[src/rtl/cpu_pipe_pkg.sv]
// Shared definitions for the 5-stage pipeline: opcodes (shared with
// instruction_decoder), forwarding-select encodings and the scoreboard slot.
package cpu_pipe_pkg;

    // Opcodes as produced/consumed by instruction_decoder.
    localparam logic [5:0] OP_ALU  = 6'b101010;
    localparam logic [5:0] OP_LD   = 6'b100000;
    localparam logic [5:0] OP_SD   = 6'b100001;
    localparam logic [5:0] OP_BEZ  = 6'b100010;
    localparam logic [5:0] OP_BNEZ = 6'b100011;
    localparam logic [5:0] OP_NOP  = 6'b111100;

    // Register address width held in a scoreboard slot (32 GPRs).
    localparam int SB_AW = 5;

    // Operand source selects driven to the ID/EX operand muxes.
    localparam logic [1:0] FWD_RF  = 2'b00;
    localparam logic [1:0] FWD_EX  = 2'b01;
    localparam logic [1:0] FWD_MEM = 2'b10;
    localparam logic [1:0] FWD_WB  = 2'b11;

    // One in-flight destination record per downstream stage.
    typedef struct packed {
        logic             wen;
        logic [SB_AW-1:0] rd;
        logic             is_ld;
    } sb_slot_t;

endpackage

[src/rtl/hazard_fwd_match.sv]
// Compares one ID read address against the EX/MEM/WB scoreboard slots and
// returns the operand source select plus a load-use hit against EX.
import cpu_pipe_pkg::*;

module hazard_fwd_match (
    input  logic             used,
    input  logic [SB_AW-1:0] addr,
    input  sb_slot_t         ex,
    input  sb_slot_t         mem,
    input  sb_slot_t         wb,
    output logic [1:0]       fwd,
    output logic             ld_hit
);

    // Only EX's is_ld matters; older loads have their data by MEM/WB.
    logic unused_ld_bits;
    assign unused_ld_bits = mem.is_ld ^ wb.is_ld;

    // Nearest-producer search; a load still in EX cannot forward, so it
    // reports a hit (the top stalls) and leaves the select on the regfile.
    always_comb begin
        fwd    = FWD_RF;
        ld_hit = 1'b0;
        if (used) begin
            if (ex.wen && (ex.rd == addr)) begin
                if (ex.is_ld) ld_hit = 1'b1;
                else          fwd    = FWD_EX;
            end else if (mem.wen && (mem.rd == addr)) begin
                fwd = FWD_MEM;
            end else if (wb.wen && (wb.rd == addr)) begin
                fwd = FWD_WB;
            end
        end
    end

endmodule

[src/rtl/pipeline_hazard_controller.sv]
// Pipeline sequencing for IF/ID/EX/MEM/WB: tracks in-flight destinations,
// produces stall/bubble/flush/enable controls and operand forwarding selects,
// and counts non-advancing cycles.
import cpu_pipe_pkg::*;

module pipeline_hazard_controller #(
    parameter int REG_AW      = 5,
    parameter int STALL_CNT_W = 16
) (
    input  logic                   clk,
    input  logic                   reset,
    input  logic                   id_valid,
    input  logic [REG_AW-1:0]      id_rA,
    input  logic [REG_AW-1:0]      id_rB,
    input  logic [REG_AW-1:0]      id_rD,
    input  logic                   id_alu,
    input  logic                   id_sfu,
    input  logic                   id_ld,
    input  logic                   id_sd,
    input  logic                   id_bez,
    input  logic                   id_bnez,
    input  logic                   ex_branch_taken,
    input  logic                   mem_req,
    input  logic                   dmem_ready,
    output logic                   pc_en,
    output logic                   if_id_en,
    output logic                   if_id_flush,
    output logic                   id_ex_flush,
    output logic                   ex_mem_en,
    output logic                   mem_wb_en,
    output logic [1:0]             fwd_a,
    output logic [1:0]             fwd_b,
    output logic [1:0]             fwd_d,
    output logic [STALL_CNT_W-1:0] stall_cycles
);

    // Saturating increment for the performance counter.
    function automatic logic [STALL_CNT_W-1:0] sat_inc(input logic [STALL_CNT_W-1:0] v);
        return (&v) ? v : v + 1'b1;
    endfunction

    sb_slot_t   sb_ex, sb_mem, sb_wb, sb_ex_next;
    logic       use_ab, use_d, id_writes;
    logic       freeze, load_use;
    logic       hit_a, hit_b, hit_d;
    logic [1:0] m_fwd_a, m_fwd_b, m_fwd_d;

    // Operand usage by class; an invalid ID slot reads nothing.
    assign use_ab    = id_valid & (id_alu | id_sfu);
    assign use_d     = id_valid & (id_sd | id_bez | id_bnez);
    assign id_writes = id_alu | id_sfu | id_ld;

    assign freeze   = mem_req & ~dmem_ready;
    assign load_use = hit_a | hit_b | hit_d;

    hazard_fwd_match u_match_a (
        .used(use_ab), .addr(SB_AW'(id_rA)), .ex(sb_ex), .mem(sb_mem), .wb(sb_wb),
        .fwd(m_fwd_a), .ld_hit(hit_a)
    );
    hazard_fwd_match u_match_b (
        .used(use_ab), .addr(SB_AW'(id_rB)), .ex(sb_ex), .mem(sb_mem), .wb(sb_wb),
        .fwd(m_fwd_b), .ld_hit(hit_b)
    );
    hazard_fwd_match u_match_d (
        .used(use_d), .addr(SB_AW'(id_rD)), .ex(sb_ex), .mem(sb_mem), .wb(sb_wb),
        .fwd(m_fwd_d), .ld_hit(hit_d)
    );

    // What enters the EX slot: a write only if ID really issues this cycle.
    assign sb_ex_next = {id_valid & id_writes & ~ex_branch_taken & ~load_use,
                         SB_AW'(id_rD), id_ld};

    // Control outputs by priority: reset, freeze, branch squash, load-use.
    always_comb begin
        pc_en       = 1'b1;
        if_id_en    = 1'b1;
        if_id_flush = 1'b0;
        id_ex_flush = 1'b0;
        ex_mem_en   = 1'b1;
        mem_wb_en   = 1'b1;
        fwd_a       = m_fwd_a;
        fwd_b       = m_fwd_b;
        fwd_d       = m_fwd_d;
        if (!reset) begin
            pc_en       = 1'b0;
            if_id_en    = 1'b0;
            if_id_flush = 1'b1;
            id_ex_flush = 1'b1;
            ex_mem_en   = 1'b0;
            mem_wb_en   = 1'b0;
            fwd_a       = FWD_RF;
            fwd_b       = FWD_RF;
            fwd_d       = FWD_RF;
        end else if (freeze) begin
            pc_en     = 1'b0;
            if_id_en  = 1'b0;
            ex_mem_en = 1'b0;
            mem_wb_en = 1'b0;
        end else if (ex_branch_taken) begin
            if_id_flush = 1'b1;
            id_ex_flush = 1'b1;
        end else if (load_use) begin
            pc_en       = 1'b0;
            if_id_en    = 1'b0;
            id_ex_flush = 1'b1;
        end
    end

    // Scoreboard shift: clears write enables on reset, holds while frozen.
    always_ff @(posedge clk) begin
        if (!reset) begin
            sb_ex.wen  <= 1'b0;
            sb_mem.wen <= 1'b0;
            sb_wb.wen  <= 1'b0;
        end else if (!freeze) begin
            sb_wb  <= sb_mem;
            sb_mem <= sb_ex;
            sb_ex  <= sb_ex_next;
        end
    end

    // Count every cycle in which the PC does not advance.
    always_ff @(posedge clk) begin
        if (!reset)      stall_cycles <= '0;
        else if (!pc_en) stall_cycles <= sat_inc(stall_cycles);
    end

endmodule

[config.mk]
export PLATFORM = sky130hd
export DESIGN_NAME = pipeline_hazard_controller
export DESIGN_NICKNAME = d
export VERILOG_FILES = /design/src/rtl/cpu_pipe_pkg.sv /design/src/rtl/hazard_fwd_match.sv /design/src/rtl/pipeline_hazard_controller.sv
export SDC_FILE = /design/constraint.sdc
export NUM_CORES = 1
export LEC_CHECK = 0
export ABC_AREA = 1
export CAP_MARGIN = 0
export CORE_MARGIN = 10
export CORE_UTILIZATION = 35
export DETAILED_ROUTE_END_ITERATION = 10
export PLACE_DENSITY_LB_ADDON = 0.08
export SYNTH_ARGS = -nofsm -noshare
export SYNTH_HDL_FRONTEND = slang
export SYNTH_HIERARCHICAL = 1
export SYNTH_SLANG_ARGS = --single-unit
[constraint.sdc]
create_clock -name clk -period 4.4 [get_ports clk]
set_clock_uncertainty 0.15 [all_clocks]
set_input_delay 1.1 -clock clk [delete_from_list [all_inputs] [get_ports clk]]
set_output_delay 1.1 -clock clk [all_outputs]
set_load 0.01 [all_outputs]
# Yosys cells after proc, flatten, opt, wreduce, memory -nomap -nowiden
# Cells that the tools add are included.
# W data, S select, Z words.
[word_totals]
output_inout_bits = 28
reg_bits = 35
inputBits = 27
elab_cells = 84
[op_classes]
addsub = 1
eq_ne = 9
reduce_logical = 12
n_mux = 36
n_bitwise = 18
[ops]
columns = ["operator", "n"]
rows = [
  ["$eq A5 B5 Y1", 9],
  ["$mux W2", 15],
  ["$mux W1", 21],
  ["$add A16 B1 Y16 const B", 1],
  ["$reduce_and A16 Y1", 1],
  ["$logic_and A1 B1 Y1", 9],
  ["$and A1 B1 Y1", 6],
  ["$not A1 Y1", 6],
  ["$or A1 B1 Y1", 6],
  ["$reduce_and A2 Y1", 2],
]

# Depth between registers and ports, before layout
# Gate-level depths: netlist of the first run.
[logic_depth]
word_depth = 12
depth_mapped = 17
depth_no_buf = 17

# Modules after synthesis
# Netlist of the first run, hierarchy kept.
[by_module_without_submodules]
columns = ["module", "cells_each", "n_inst", "area_each_um2", "seq_area_each_um2"]
rows = [
  ["pipeline_hazard_controller", 220, 1, 1734.2, 920.9],
  ["hazard_fwd_match", 82, 3, 354.1, 0.0],
]

# Worst setup path before layout of the first run
# OpenSTA, ideal clock, no wires.
[synth_path]
path_kind = "input -> output"
from = "input id_rB[3]"
to = "output pc_en"
n_path_buf = 1
path_slack_ps = 962
cell_stages = 12
arrival_time_ps = 2188
required_time_ps = 3150
path_cell_list = "inv_2 -> nand2_1 -> nand2_1 -> nor2_2 -> nand2_1 -> nor2_4 -> nand2_2 -> nor2_2 -> nor2_1 -> nand2_1 -> a21oi_1 -> buf_4"
[synth_between]
elab_chain_len = 10
[synth_rtl]
columns = ["element", "line_no", "text"]
rows = [
  ["from (decl)", "pipeline_hazard_controller.sv:14", "input logic [REG_AW-1:0] id_rB,"],
  ["$eq A5 B5 Y1", "hazard_fwd_match.sv:25", "if (ex.wen && (ex.rd == addr)) begin"],
  ["$logic_and A1 B1 Y1", "hazard_fwd_match.sv:25", ""],
  ["$mux W1", "hazard_fwd_match.sv:25", ""],
  ["$mux W1", "hazard_fwd_match.sv:24", "if (used) begin"],
  ["via hit_b", "pipeline_hazard_controller.sv:45", "logic hit_a, hit_b, hit_d;"],
  ["$or A1 B1 Y1 (2 in a row)", "pipeline_hazard_controller.sv:54", "assign load_use = hit_a | hit_b | hit_d;"],
  ["$mux W1 (4 in a row)", "-", ""],
  ["to (decl)", "pipeline_hazard_controller.sv:25", "output logic pc_en,"],
]
# The timed path passes the listed nets, and every way through them passes these cells.

# Worst setup path after layout of the first run
[layout_path]
from = "input id_rA[3]"
to = "output fwd_a[0]"
[layout_between]
elab_chain_len = 7
elab_cells_between_ends = 11
classes_between = "eq/ne: 3; mux: 5; reduce/logical: 3"
[layout_rtl]
columns = ["element", "line_no", "text"]
rows = [
  ["from (decl)", "pipeline_hazard_controller.sv:13", "input logic [REG_AW-1:0] id_rA,"],
  ["$eq A5 B5 Y1", "hazard_fwd_match.sv:30", "end else if (wb.wen && (wb.rd == addr)) begin"],
  ["$logic_and A1 B1 Y1", "hazard_fwd_match.sv:30", ""],
  ["$mux W2", "hazard_fwd_match.sv:30", ""],
  ["$mux W2", "hazard_fwd_match.sv:28", "end else if (mem.wen && (mem.rd == addr)) begin"],
  ["$mux W2 (*)", "hazard_fwd_match.sv:25", ""],
  ["$mux W2 (*)", "hazard_fwd_match.sv:24", ""],
  ["via m_fwd_a[0]", "pipeline_hazard_controller.sv:46", "logic [1:0] m_fwd_a, m_fwd_b, m_fwd_d;"],
  ["$mux W2 (*)", "pipeline_hazard_controller.sv:84", "if (!reset) begin"],
  ["to (decl)", "pipeline_hazard_controller.sv:31", "output logic [1:0] fwd_a,"],
]
# The timed path passes the listed nets; every way through them passes the cells marked *.

==> out/qor.yml, run 1 <==
fin_nets: 581
antenna_left: 0
row_count: 32
cts_tree: "yes"
required_ns: 3.15
htreeDepth: 2
fin_util: 0.488
pin_count: 55
portBuffers: 54
synthCells: 464
slowest_stage: "clkdlybuf4s50_1"
status: "completed"
ys_warn_count: 6
startpoint_type: "primary input"
syn_area_per_cell_um2: 5.90
die_y_um: 108
cts_sinks: 35
hold_ws_ns: 0.372
final_max_slew_viol_count: 0
grt_first_pass_wirelength_mm: 13.3
fill_cells: 828
relSlewSlack: 0.662
endpoint_kind: "primary output"
drive_above_1_share: 0.177
clk_latency_ns: 0.29
syn-num-nets: 492
critPathKind: "primary input to primary output"
holdBufCountCts: 0
postCtsSetupBuffers: 0
area_growth_pct: 36.3
pwr_density_cell_nw_per_um2: 212
fmax_mhz: 233
diodes: 0
gp_congestion: 0.859
rsz0062_at_grt: "no"
setup_viol: 0
critPathMaxFanout: 3
netlist_area_um2: 2740
maxCapViolCount: 0
total_power_uw: 789
worst_pin_slew_ns: 0.506
layout_min_cycle_time_ns: 4.30
cp.arrival_ns: 3.05
worst_slack_ns: 0.101
drc_errors: 0
worst_path_most_repeated_cell: "nand2_1"
die-width_um: 108
crit_chain: "clkdlybuf4s50_1, inv_2, buf_4, nand2_1, nand2_1, nor2_1, nand2_1, nor2_1, a21oi_1, nor2_1, nand2_1, inv_1, clkdlybuf4s50_1"
antenna_found_initial: 0
cts_buffer_depth: 2
drt-wirelength-per-cell_um: 12.3
peakVddDrop_mv: 0.128
viasPerCell: 4.45
initial_core_util: 0.358
grt_usage: 0.138
p_leak_nw: 1.87
grt_max_degree: 22
dp_hpwl_mm: 6.53
cts_root_buffer: "clkbuf_8"
cts_made_buffers: 5
core_um2: 7650
first_global_vias: 2900
routed-via-count: 2921
routed_wl_mm: 8.04
slowest_delay_ns: 0.53
path_clk_slew_ns: 0.08
drt_iter0_drc: 99
hp-class: "flip-flop to flip-flop"
finalCritPeriodShare: 0.977
drtPass1Iterations: 4
hold_viol_final: 0
dieArea_um2: 11800
dp_worst_setup_slack_ns: -0.169
gr-total-overflow: 0
worst max-delay path: cells and delay by family:
family | cells | cell delay [ns]
simple gates | 7 | 0.58
buf+inv | 5 | 1.31
compound gates | 1 | 0.07
where the power goes:
part | internal (mW) | switching [mW] | total, mW
Clock | 0.111 | 0.126 | 0.236
Sequential | 0.356 | 0.0222 | 0.379
Combinational | 0.0814 | 0.0923 | 0.174
Total | 0.549 | 0.240 | 0.789
final cells by class:
class / count / area, um^2 / share of cell area
multi-input cells: 340 / 1530 / 0.409
flip-flops and latches: 35 / 861 / 0.231
repair buffers: 88 / 816 / 0.219
inverters: 83 / 312 / 0.0836
well taps: 102 / 128 / 0.0342
clock buffers: 5 / 68.8 / 0.0185
clock inverters: 3 / 18.8 / 0.00503
state kept, by name, indices dropped and copies added (netlist names):
signal,cells
stall_cycles,16
sb_ex,7
sb_mem,6
sb_wb,6
per-stage QoR:
| step | area, um^2 | cells | TNS [ns] |
|---|---|---|---|
| 2_1_floorplan | 2740 | 464 | 0 |
| 6_report | 3730 | 656 | 0 |
| 5_1_grt | 3730 | 656 | 0 |
| 3_3_place_gp | 3620 | 648 | -0.191 |
| 3_5_place_dp | 3620 | 648 | -0.169 |
| 4_1_cts | 3700 | 656 | 0 |
cell usage in the layout (no fill, tap or decap):
cell	instances
nand2_2	11
a31oi_1	2
clkinvlp_4	1
nand4_2	3
clkdlybuf4s50_1	45
xnor2_1	2
nor2_1	71
clkdlybuf4s15_1	1
o21ai_2	3
inv_1	66
nand3_1	7
inv_2	17
clkbuf_8	5
nand3_2	3
o2111ai_1	1
a21oi_1	12
buf_4	34
o21ai_0	7
nor2_4	3
nor3_1	1
clkinv_2	1
ha_1	1
dfxtp_1	19
nand2_1	184
o21ai_1	1
nor2b_1	1
nand4_1	10
nor2_2	15
edfxtp_1	16
xor2_1	1
inv_4	1
dlymetal6s2s_1	8
a21oi_2	1
layer usage:
layer,track usage,wire (um),vias to the layer above
met2,0.250,4040,51
li1,-,-,1580
met3,0.0375,418,6
met5,0,0,-
met1,0.157,3480,1284
met4,0.0358,103,0
path summary, 6_finish.rpt:
check	startpoint	end	slack [ns]	cells after the start
setup / recovery	id_rA[3]	fwd_a[0]	0.10	13
hold reg to reg	stall_cycles[1]$_SDFFE_PN0P_	stall_cycles[1]$_SDFFE_PN0P_	0.37	2
hold / removal	stall_cycles[1]$_SDFFE_PN0P_	stall_cycles[1]$_SDFFE_PN0P_	0.37	2
setup reg to reg	sb_ex[1]$_DFFE_PP_	stall_cycles[9]$_SDFFE_PN0P_	1.94	14
what timing repair did:
| item | 4_1_cts | 5_1_grt |
|---|---|---|
| resized for setup | 2 | 10 |
| cloned | 0 | 0 |
| endpoints found under the setup margin | 1 | 7 |
Power figures use the tool's default switching activity.
==> inputs of run 2 (changes only) <==
ABC_AREA = default   (was 1)
CORE_MARGIN = 1.5   (was 10)
GPL_ROUTABILITY_DRIVEN = 0   (was default)
==> out/qor.yml, run 2 <==
status: "completed"  # unchanged
drt-wirelength-per-cell_um: 14.6  # was 12.3 um
p_clk_frac: 0.323  # was 0.300
cts_tree: "yes"  # unchanged
crit_chain: "clkdlybuf4s50_1, buf_4, xor2_1, nor4_2, nand3_1, buf_4, o32ai_2, and2_1, dlygate4sd2_1"  # was clkdlybuf4s50_1, inv_2, buf_4, nand2_1, nand2_1, nor2_1, nand2_1, nor2_1, a21oi_1, nor2_1, nand2_1, inv_1, clkdlybuf4s50_1
largestRegisters: "stall_cycles (16), sb_ex (7)"  # unchanged
fin_nets: 344  # was 581
maxCapViolCount: 0  # unchanged
peakVddDrop_mv: 0.158  # was 0.128 mV
first_global_vias: 1919  # was 2900
pin_count: 55  # unchanged
die-width_um: 82.8  # was 108 um
setup-tns-final_ns: 0  # unchanged
routed_wl_mm: 5.72  # was 8.04 mm
cp.arrival_ns: 3.07  # was 3.05 ns
rsz0062_at_grt: "no"  # unchanged
worst_slack_ns: 0.0756  # was 0.101 ns
p_int_uw: 553  # was 549 uW
core_um2: 6030  # was 7650 um^2
crit_path_start: "id_rA[1]"  # was id_rA[3]
cts_buffer_depth: 2  # unchanged
synthCells: 238  # was 464
finalCritPeriodShare: 0.983  # was 0.977
hp-class: "flip-flop to flip-flop"  # unchanged
syn_area_per_cell_um2: 9.37  # was 5.90 um^2
grt_max_degree: 27  # was 22
worstHoldStart: "sb_wb[6]$_SDFFE_PN0N_"  # was stall_cycles[1]$_SDFFE_PN0P_
drc_errors: 0  # unchanged
rr_startpoint: "sb_ex[1]$_DFFE_PP_"  # unchanged
layout_commonest_cell: "clkdlybuf4s50_1"  # was nand2_1
clk_latency_ns: 0.29  # about the same
routed-via-count: 2006  # was 2921
cts_made_buffers: 5  # unchanged
holdBufCountCts: 0  # unchanged
critPathKind: "primary input to primary output"  # unchanged
combPwrFrac: 0.185  # was 0.220
dieArea_um2: 6860  # was 11800 um^2
slowest_delay_ns: 0.45  # was 0.53 ns
cts_root_buffer: "clkbuf_8"  # unchanged
cts_sinks: 35  # unchanged
required_ns: 3.15  # about the same
portBuffers: 54  # unchanged
drt_iter0_drc: 102  # was 99
final_max_slew_viol_count: 0  # unchanged
p_leak_nw: 1.21  # was 1.87 nW
critPathMaxFanout: 2  # was 3
regMostFlops: "stall_cycles"  # unchanged
htreeDepth: 2  # unchanged
die_y_um: 82.8  # was 108 um
p_seq_frac: 0.492  # was 0.480
worst_pin_slew_ns: 0.620  # was 0.506 ns
stdcell_count: 392  # was 656
viasPerCell: 5.12  # was 4.45
relSlewSlack: 0.585  # was 0.662
row_count: 28  # was 32
fmax_mhz: 231  # was 233 MHz
netSwitchingPower_uw: 209  # was 240 uW
area_growth_pct: 42.4  # was 36.3%
hold_viol_final: 0  # unchanged
drive_above_1_share: 0.167  # was 0.177
antenna_left: 0  # unchanged
setup_viol: 0  # unchanged
final_cell_mix: "38 x clkdlybuf4s50_1, 35 x xor2_1, 28 x buf_4"  # was 184 x nand2_1, 71 x nor2_1, 66 x inv_1
drtPass1Iterations: 4  # unchanged
netlist_area_um2: 2230  # was 2740 um^2
dp_hpwl_mm: 4.29  # was 6.53 mm
diodes: 0  # unchanged
total_power_uw: 762  # was 789 uW
slowest_stage: "clkdlybuf4s50_1"  # unchanged
initial_core_util: 0.370  # was 0.358
ys_warn_count: 6  # unchanged
path_clk_slew_ns: 0.07  # was 0.08 ns
grt_first_pass_wirelength_mm: 9.63  # was 13.3 mm
switching_share: 0.274  # was 0.305
largest_reg_flops: 16  # unchanged
startpoint_type: "primary input"  # unchanged
post-place-cells: 380  # was 648
syn-num-nets: 266  # was 492
layout_min_cycle_time_ns: 4.32  # was 4.30 ns
endpoint_kind: "primary output"  # unchanged
dp_worst_setup_slack_ns: -0.333  # was -0.169 ns
worst_path_most_repeated_cell: "buf_4"  # was nand2_1
antenna_found_initial: 0  # unchanged
gr-total-overflow: 0  # unchanged
pwr_density_cell_nw_per_um2: 240  # was 212 nW/um^2
grt_usage: 0.173  # was 0.138
## run 2: power by group through the flow
stage | logic, mW | clock network (mW) | registers (mW)
final | 0.141 | 0.246 | 0.375
after global routing | 0.153 | 0.266 | 0.378
after CTS | 0.138 | 0.254 | 0.375
after detailed placement | 0.134 | 0 | 0.382
after global placement | 0.134 | 0 | 0.382
after floorplan | 0.0641 | 0 | 0.378
## run 2: critical path: cells and delay by family
kind / cells / cell delay [ns]
AND/OR/NAND/NOR: 3 / 0.61
XOR/XNOR: 1 / 0.16
AO/OA/AOI/OAI: 1 / 0.18
buffers and inverters: 4 / 1.03
## run 2: cell type report
class,count,area (um^2)
Clock buffer,7,86.3
Clock inverter,1,3.75
Fill cell,581,2850
Inverter,8,30.0
Multi-Input combinational cell,184,1360
Sequential cell,35,861
Tap cell,75,93.8
Timing Repair Buffer,82,742
## run 2: repair_timing
item	4_1_cts	5_1_grt
resized for setup	17	14
pin swaps	7	8
setup endpoints to repair	8	6
setup buffers	3	1
## run 2: path summary, 6_finish.rpt
kind                            cells past startpoint                       endpoint  slack [ns]
worst max-delay path                                9                       fwd_a[0]        0.08
worst min-delay path                                2          sb_wb[6]$_SDFFE_PN0N_        0.35
worst max register to register                     10  stall_cycles[12]$_SDFFE_PN0P_        1.41
worst min register to register                      2          sb_wb[6]$_SDFFE_PN0N_        0.35
## run 2: stage by stage
step	instance area (um^2)	hold slack (ns)	utilization
after CTS	3130	0.352	0.520
after global placement	3000	0.338	0.497
after floorplan	2230	0.309	-
after global routing	3180	0.378	0.527
final	3180	0.345	0.527
after detailed placement	3000	0.342	0.497
## run 2: routing by layer
layer | track usage | up-vias | part of all wire
li1 | - | 1032 | -
met1 | 0.256 | 927 | 0.51
met2 | 0.249 | 41 | 0.42
met3 | 0.0378 | 6 | 0.052
met4 | 0.0545 | 0 | 0.012
met5 | 0 | - | 0
==> inputs of run 3 (changes only) <==
CELL_PAD_IN_SITES_DETAIL_PLACEMENT = 1   (was default)
CELL_PAD_IN_SITES_GLOBAL_PLACEMENT = 2   (was default)
CORE_UTILIZATION = 32   (was 35)
REMOVE_ABC_BUFFERS = 1   (was default)
==> out/qor.yml, run 3 (synthesis results as in run 2) <==
total_power_uw: 826  # was 762 uW
slowest_delay_ns: 0.45  # about the same
dp_hpwl_mm: 4.85  # was 4.29 mm
cts_root_buffer: "clkbuf_8"  # unchanged
drive_above_1_share: 0.193  # was 0.167
grt_usage: 0.178  # was 0.173
hold_viol_final: 0  # unchanged
cts_made_buffers: 5  # unchanged
status: "completed"  # unchanged
clk_latency_ns: 0.29  # about the same
routed-via-count: 2098  # was 2006
relSlewSlack: 0.673  # was 0.585
hp-class: "flip-flop to flip-flop"  # unchanged
crit_buf_inv: 4  # unchanged
grt_first_pass_wirelength_mm: 10.2  # was 9.63 mm
viasPerCell: 5.23  # was 5.12
reg2reg_setup_slack_ns: 1.42  # was 1.41 ns
cp.arrival_ns: 3.06  # was 3.07 ns
drt-wirelength-per-cell_um: 15.9  # was 14.6 um
setup_viol: 0  # unchanged
final_cell_mix: "43 x clkdlybuf4s50_1, 36 x xor2_1, 32 x buf_4"  # was 38 x clkdlybuf4s50_1, 35 x xor2_1, 28 x buf_4
final_max_slew_viol_count: 0  # unchanged
stdcell_count: 401  # was 392
htreeDepth: 2  # unchanged
layout_min_cycle_time_ns: 4.31  # was 4.32 ns
die-width_um: 86.5  # was 82.8 um
initial_core_util: 0.330  # was 0.370
worst_path_most_repeated_cell: "buf_4"  # unchanged
crit_chain: "clkdlybuf4s50_1, buf_4, xor2_1, nor4_2, nand3_1, buf_4, o32ai_2, and2_1, clkdlybuf4s15_1"  # was clkdlybuf4s50_1, buf_4, xor2_1, nor4_2, nand3_1, buf_4, o32ai_2, and2_1, dlygate4sd2_1
startpoint_type: "primary input"  # unchanged
cts_tree: "yes"  # unchanged
antenna_left: 0  # unchanged
critPathKind: "primary input to primary output"  # unchanged
worstHoldStart: "stall_cycles[7]$_SDFFE_PN0P_"  # was sb_wb[6]$_SDFFE_PN0N_
whs_endpoint: "stall_cycles[7]$_SDFFE_PN0P_"  # was sb_wb[6]$_SDFFE_PN0N_
layout_commonest_cell: "clkdlybuf4s50_1"  # unchanged
slowest_stage: "clkdlybuf4s50_1"  # unchanged
pin_count: 55  # unchanged
fmax_mhz: 232  # was 231 MHz
fin_nets: 348  # was 344
largestRegisters: "stall_cycles (16), sb_ex (7)"  # unchanged
gr-total-overflow: 0  # unchanged
holdBufCountCts: 0  # unchanged
antenna_found_initial: 0  # unchanged
fin_util: 0.478  # was 0.527
critical-path-top-delay-family: "buffers and inverters"  # unchanged
min_path_cells: 2  # unchanged
worst_pin_slew_ns: 0.487  # was 0.620 ns
required_ns: 3.15  # about the same
critPathMaxFanout: 2  # unchanged
peakVddDrop_mv: 0.162  # was 0.158 mV
first_global_vias: 2047  # was 1919
setup-tns-final_ns: 0  # unchanged
die_y_um: 86.5  # was 82.8 um
endpoint_kind: "primary output"  # unchanged
rr_startpoint: "sb_ex[1]$_DFFE_PP_"  # unchanged
drtPass1Iterations: 4  # unchanged
cts_sinks: 35  # unchanged
cts_buffer_depth: 2  # unchanged
path_clk_slew_ns: 0.08  # was 0.07 ns
pwr_density_cell_nw_per_um2: 256  # was 240 nW/um^2
drt_iter0_drc: 72  # was 102
routed_wl_mm: 6.38  # was 5.72 mm
rr_worst_depth: 10  # unchanged
diodes: 0  # unchanged
maxCapViolCount: 0  # unchanged
post-place-cells: 388  # was 380
drc_errors: 0  # unchanged
row_count: 30  # was 28
r2r-end: "stall_cycles[12]$_SDFFE_PN0P_"  # unchanged
regMostFlops: "stall_cycles"  # unchanged
p_leak_nw: 1.20  # was 1.21 nW
dieArea_um2: 7480  # was 6860 um^2
portBuffers: 54  # unchanged
finalCritPeriodShare: 0.979  # was 0.983
area_growth_pct: 44.8  # was 42.4%
largest_reg_flops: 16  # unchanged
core_um2: 6760  # was 6030 um^2
grt_max_degree: 27  # unchanged
==> run 3: cell count changes in the layout (fill, tap and decap cells not counted), sizes merged <==
cell	delta
dlygate4sd2	-6
clkdlybuf4s50	+5
buf	+4
dlymetal6s2s	-2
bufinv	+1
clkdlybuf4s15	+1
inv	+1
==> run 3: metal layers <==
layer | up-vias | global-route usage | share of wire
li1 | 1041 | - | -
met1 | 1024 | 0.220 | 0.45
met2 | 28 | 0.319 | 0.52
met3 | 5 | 0.0314 | 0.027
met4 | 0 | 0.0440 | 0.0099
met5 | - | 0 | 0
==> run 3: worst reg2reg max path, cell delays in order (launching register included) <==
cell      delay, ns
edfxtp_1       0.51
xor2_1         0.19
nor4_1         0.31
buf_4          0.18
nand4_1        0.13
nor2_2         0.17
nor3_1         0.07
o211a_1        0.28
buf_4          0.23
or4_1          0.53
o211a_1        0.13
==> run 3: worst max-delay path by stage <==
stage,startpoint,endpoint,slack [ns],depth (start not counted)
floorplan,id_rB[4],if_id_en,0.77,6
global placement,id_rD[4],if_id_en,-0.30,8
detailed placement,id_rD[1],if_id_en,-0.36,8
CTS,id_rB[2],fwd_b[1],0.005,8
global route,id_rA[1],fwd_a[0],-0.004,9
finish,id_rA[1],fwd_a[0],0.09,9
==> run 3: through the flow <==
step / setup WS (ns) / cell area (um^2) / hold slack, ns
final: 0.0913 / 3230 / 0.351
after global routing: -0.00436 / 3230 / 0.398
after CTS: 0.00462 / 3200 / 0.355
after detailed placement: -0.355 / 3020 / 0.341
after global placement: -0.296 / 3020 / 0.334
after floorplan: 0.766 / 2170 / 0.309
==> run 3: cell type report <==
type / count / area, um^2
clock buffers: 5 / 68.8
repair buffers: 86 / 764
multi-input cells: 184 / 1360
inverters: 8 / 30.0
well taps: 80 / 100
flip-flops and latches: 35 / 861
clock inverters: 3 / 47.5
fillers: 795 / 3530
==> run 3: where the power goes <==
part / switching (mW) / total (mW) / internal [mW]
combinational: 0.0703 / 0.146 / 0.0756
sequential: 0.0209 / 0.376 / 0.355
clock: 0.132 / 0.304 / 0.172
total: 0.223 / 0.826 / 0.603
==> run 3: repair_timing <==
item / CTS / global route
setup buffers: 2 / 3
setup endpoints to repair: 9 / 6
resized for setup: 17 / 15
pin swaps: 6 / 13
